<file path="src/rtl/serial_magnitude_comparator.sv">
// Sequential MSB-first magnitude comparator: DIGIT bits per clock, unsigned or
// two's-complement ordering, optional early exit on the first differing digit.
module serial_magnitude_comparator #(
    parameter int WIDTH      = 8,
    parameter int DIGIT      = 1,
    parameter int EARLY_EXIT = 1
) (
    input  logic             clk,
    input  logic             reset,
    input  logic             start,
    input  logic             signed_mode,
    input  logic             abort,
    input  logic [WIDTH-1:0] a,
    input  logic [WIDTH-1:0] b,
    output logic             busy,
    output logic             done,
    output logic             lt,
    output logic             eq,
    output logic             gt
);

    localparam int NDIG = WIDTH / DIGIT;
    localparam int CW   = (NDIG > 1) ? $clog2(NDIG) : 1;
    localparam logic [WIDTH-1:0] MSB_MASK = {1'b1, {(WIDTH-1){1'b0}}};
    localparam logic [CW-1:0]    CNT_LAST = CW'(NDIG - 1);

    typedef enum logic [1:0] {
        IDLE = 2'd0,
        RUN  = 2'd1,
        DONE = 2'd2
    } state_t;

    state_t            state_q, state_d;
    logic [WIDTH-1:0]  sa_q, sa_d, sb_q, sb_d;
    logic [CW-1:0]     cnt_q, cnt_d;
    logic              diff_q, diff_d;
    logic              lt_int_q, lt_int_d;
    logic              busy_q, busy_d;
    logic              done_q, done_d;
    logic              lt_q, lt_d, eq_q, eq_d, gt_q, gt_d;

    logic [DIGIT-1:0]  dig_a_s, dig_b_s;
    logic              diff_now_s, fin_diff_s, fin_lt_s, finish_s;

    // Next-state, datapath and registered-output computation
    always_comb begin
        state_d  = state_q;
        sa_d     = sa_q;
        sb_d     = sb_q;
        cnt_d    = cnt_q;
        diff_d   = diff_q;
        lt_int_d = lt_int_q;
        busy_d   = busy_q;
        done_d   = 1'b0;
        lt_d     = lt_q;
        eq_d     = eq_q;
        gt_d     = gt_q;

        dig_a_s    = sa_q[WIDTH-1 -: DIGIT];
        dig_b_s    = sb_q[WIDTH-1 -: DIGIT];
        // Once a difference is recorded, later digits cannot change the order
        diff_now_s = (!diff_q) && (dig_a_s != dig_b_s);
        fin_diff_s = diff_q | diff_now_s;
        fin_lt_s   = diff_q ? lt_int_q : (dig_a_s < dig_b_s);
        finish_s   = ((EARLY_EXIT != 0) && diff_now_s) || (cnt_q == '0);

        case (state_q)
            IDLE, DONE: begin
                if (start) begin
                    // Flipping both sign bits maps signed order onto unsigned order
                    sa_d     = signed_mode ? (a ^ MSB_MASK) : a;
                    sb_d     = signed_mode ? (b ^ MSB_MASK) : b;
                    cnt_d    = CNT_LAST;
                    diff_d   = 1'b0;
                    lt_int_d = 1'b0;
                    lt_d     = 1'b0;
                    eq_d     = 1'b0;
                    gt_d     = 1'b0;
                    busy_d   = 1'b1;
                    state_d  = RUN;
                end else begin
                    busy_d  = 1'b0;
                    state_d = IDLE;
                end
            end
            RUN: begin
                if (abort) begin
                    busy_d  = 1'b0;
                    state_d = IDLE;
                end else begin
                    sa_d  = sa_q << DIGIT;
                    sb_d  = sb_q << DIGIT;
                    cnt_d = cnt_q - CW'(1);
                    if (diff_now_s) begin
                        diff_d   = 1'b1;
                        lt_int_d = dig_a_s < dig_b_s;
                    end else begin
                        diff_d   = diff_q;
                        lt_int_d = lt_int_q;
                    end
                    if (finish_s) begin
                        lt_d    = fin_diff_s & fin_lt_s;
                        gt_d    = fin_diff_s & ~fin_lt_s;
                        eq_d    = ~fin_diff_s;
                        done_d  = 1'b1;
                        busy_d  = 1'b0;
                        state_d = DONE;
                    end else begin
                        state_d = RUN;
                    end
                end
            end
            default: begin
                busy_d  = 1'b0;
                lt_d    = 1'b0;
                eq_d    = 1'b0;
                gt_d    = 1'b0;
                state_d = IDLE;
            end
        endcase
    end

    // State and output registers with asynchronous reset
    always_ff @(posedge clk or posedge reset) begin
        if (reset) begin
            state_q  <= IDLE;
            sa_q     <= '0;
            sb_q     <= '0;
            cnt_q    <= '0;
            diff_q   <= 1'b0;
            lt_int_q <= 1'b0;
            busy_q   <= 1'b0;
            done_q   <= 1'b0;
            lt_q     <= 1'b0;
            eq_q     <= 1'b0;
            gt_q     <= 1'b0;
        end else begin
            state_q  <= state_d;
            sa_q     <= sa_d;
            sb_q     <= sb_d;
            cnt_q    <= cnt_d;
            diff_q   <= diff_d;
            lt_int_q <= lt_int_d;
            busy_q   <= busy_d;
            done_q   <= done_d;
            lt_q     <= lt_d;
            eq_q     <= eq_d;
            gt_q     <= gt_d;
        end
    end

    assign busy = busy_q;
    assign done = done_q;
    assign lt   = lt_q;
    assign eq   = eq_q;
    assign gt   = gt_q;

endmodule
</file>
<file path="config.mk">
export PLATFORM = sky130hd
export DESIGN_NAME = serial_magnitude_comparator
export DESIGN_NICKNAME = d
export VERILOG_FILES = /design/src/rtl/serial_magnitude_comparator.sv
export SDC_FILE = /design/constraint.sdc
export NUM_CORES = 1
export LEC_CHECK = 0
export BUFFER_PORTS_ARGS = -buffer_cell sky130_fd_sc_hd__buf_2
export CAP_MARGIN = 20
export CORE_UTILIZATION = 54
export DETAILED_ROUTE_END_ITERATION = 8
export GPL_TIMING_DRIVEN = 0
export PLACE_DENSITY = 0.78
export SLEW_MARGIN = 20
export SYNTH_ARGS = -nofsm -noshare
export SYNTH_HDL_FRONTEND = slang
export SYNTH_SLANG_ARGS = --single-unit
</file>
<file path="constraint.sdc">
create_clock -name clk -period 1.95 [get_ports clk]
set_input_delay 0.195 -clock clk [delete_from_list [all_inputs] [get_ports clk]]
set_output_delay 0.195 -clock clk [all_outputs]
set_load 0.005 [all_outputs]
</file>
==> reports/results.txt <==
Run status: complete, no violations
Post-CTS Setup Bufs: 0
Dpl cells: 203
Leading area contributor after synthesis: dfrtp_1
Die Y: 53.0 µm
Final Worst Setup Slack: 0.217 ns
Yosys top cell area share: 50.0%
Final Power: 2410 µW
Reg clk slew, reported paths: 0.14 ns
Slew headroom: 62.1%
Fin crit period: 1.73 ns
Total CTS buffers: 3
Setup TNS: 0 ns
Worst Hold Class: in2reg
GP Congestion: 0.793
Leak: 0.000788 µW
Fmax: 577 MHz
Worst-Margin Slew: 0.568 ns
Post-synthesis mux area share: 4.73%
Number of synthesized register bits: 28
Area grow syn2layout: 13.9%
PD cells: 1510 nW/µm²
Yosys cell types: 35
Final Instance Count excl. Fillers: 207
Post-synthesis xor/xnor area fraction: 1.25%
Peak VDD IR: 0.838 mV
Post-Syn Nets: 172
Post-synth EDFFs: 0
Grt ovf: 0
Mapped Avg Cell Area: 9.48 µm²
RSZ-0062 raised after global routing: no
DR vias: 1149
Vias in the first global route: 1026
Die Width: 53.0 µm
Fin crit share: 88.9%
Placed Area: 1570 µm²
RR Startpoint: sb_q[7]
Placeable Area: 2450 µm²
IO Pins: 26
Layout Nets: 203
Drt initial violations: 24
Worst clock skew: 0.00709 ns
Tot GR Track Use: 22.8%
Row Count: 18
Synth warn: 0
Clock sink count: 28
Part of the Yosys area used for sequential elements: 50.0%
R2R depth: 4
Post-DRT Antenna Nets: 0
Prevailing post-synth register cell: dfrtp_1
Largest family of logic cells by synthesized area: simple AND/OR/NAND/NOR gates
Clock Latency Late Sink: 0.33 ns
DR vias/cell: 5.55
CP endpoint kind: register
Post-route cell area: 1600 µm²
IO buf count: 25
Htree depth: 1
Worst EP arrival: 2.00 ns
Synth cell count leaders: 28 x dfrtp_1, 25 x nand2_1, 15 x nor3_1
Reg2Reg Setup Slack: 0.22 ns
Worst Setup Slack post-DPL: 0.278 ns
Antenna cells: 0
Final Max Slew Viols: 0
Post-Synthesis Cells: 148
Root Buffer: clkbuf_4
Initial antenna violation count: 0
Final wirelength: 2.80 mm
Hold Path Sink: sb_q[0]
Starting Density: 57.1%
Post-synthesis compound-gate area fraction: 15.0%
Hold Startpoint: b[0]
Finish-stage setup viols: 0
Routed wire per std cell: 13.5 µm
Post-synthesis simple-gate area fraction: 18.1%
Synthesized cell area: 1400 µm²
Capturing point of the worst reg2reg path: eq
TritonCTS clock tree: yes
Most frequent cell after synthesis: dfrtp_1
Area contributors post-synth: dfrtp_1 50%, nand2_1 6.7%, a31oi_1 5.8%
Endpoints failing hold: 0
Setup crit start kind: register
Drt drc: 0
WS Path Type: reg2reg
Adder-Cell Fraction of Synth Area: 2.68%
1st-pass router iterations: 4
Largest net degree at the start of global routing: 29
Hold Path Stages: 2
First-pass GRT wire length: 4.62 mm
Die ar.: 2810 µm²
DP Wirelength: 2.01 mm
Max Cap Viol: 0
Max clock buf depth: 2
Share of cells above drive strength 1: 22.6%
Asr flop ratio synth: 100%
Data required time of the critical path: 2.22 ns
Crit Path Max Fanout: 7
==> layout make-up <==
cell class,count,area [µm²]
well taps,30,37.5
repair buffers,26,135
multi-input cells,97,586
fillers,222,857
inverters,12,45.0
clock buffers,3,22.5
flip-flops and latches,28,701
plain buffers,11,71.3
==> worst max-delay path: stages (launching register included) <==
cell and delay, ns:
dfrtp_1 0.43, ha_1 0.41, or4bb_1 0.51, nor4_1 0.20
nand3b_1 0.14
==> sequential cells by signal, summed over array words and instances, names as in the netlist <==
signal / count
state_q: 2
lt: 1
gt: 1
done: 1
busy: 1
eq: 1
sb_q: 8
cnt_q: 3
lt_int_q: 1
diff_q: 1
sa_q: 8
==> per-stage QoR <==
step	hold WS (ns)	utilization (%)
floorplan	0.260	-
global placement	0.427	63.8
detailed placement	0.446	63.8
CTS	0.0913	64.7
global route	0.0961	65.1
finish	0.0949	65.1
==> cells by family (layout without fill, tap and decap cells) <==
kind of cell / Yosys count / count (layout)
xor+xnor: 2 / 2
fa+ha+maj: 3 / 3
buf+inv: 23 / 52
simple gates: 53 / 53
compound gates: 33 / 33
mux: 6 / 6
flops: 28 / 28
==> where the power goes <==
group | switching [µW] | internal, µW
logic | 649 | 522
clock network | 168 | 72.6
registers | 159 | 837
total | 976 | 1430
==> metal layers <==
metal	track usage (%)	part of all wire (%)	up-vias
met4	10.1	1.0	0
met2	36.7	50	30
met1	30.8	45	545
met5	0	0	-
li1	-	-	570
met3	2.59	3.8	4
==> cells in the final DEF, fill, tap and decap left out, drive strengths merged, types with 2 or more instances in the layout <==
master  count
xor2        2
nor3b       2
a21oi       3
dfrtp      28
nor2        3
o21ai       7
nor2b       2
o22ai       2
inv        12
a31oi      13
ha          3
clkbuf      8
buf        31
nand2      25
nor3       15
mux2i       4
mux2        2
==> worst max path at each step <==
stage / slack [ns] / cells past startpoint / end / from
after floorplan: 0.44 / 4 / eq / sb_q[7]
after global placement: 0.36 / 4 / gt / sb_q[7]
after detailed placement: 0.28 / 4 / eq / sb_q[7]
after CTS: 0.24 / 4 / eq / sb_q[7]
after global routing: 0.11 / 4 / eq / sb_q[7]
final: 0.22 / 4 / eq / sb_q[7]
==> what timing repair did <==
action / 4_1_cts / 5_1_grt
hold endpoints to repair: 0 / 28
hold buffers: 0 / 1
resized for setup: 0 / 0
(Power assumes the default switching activity.)
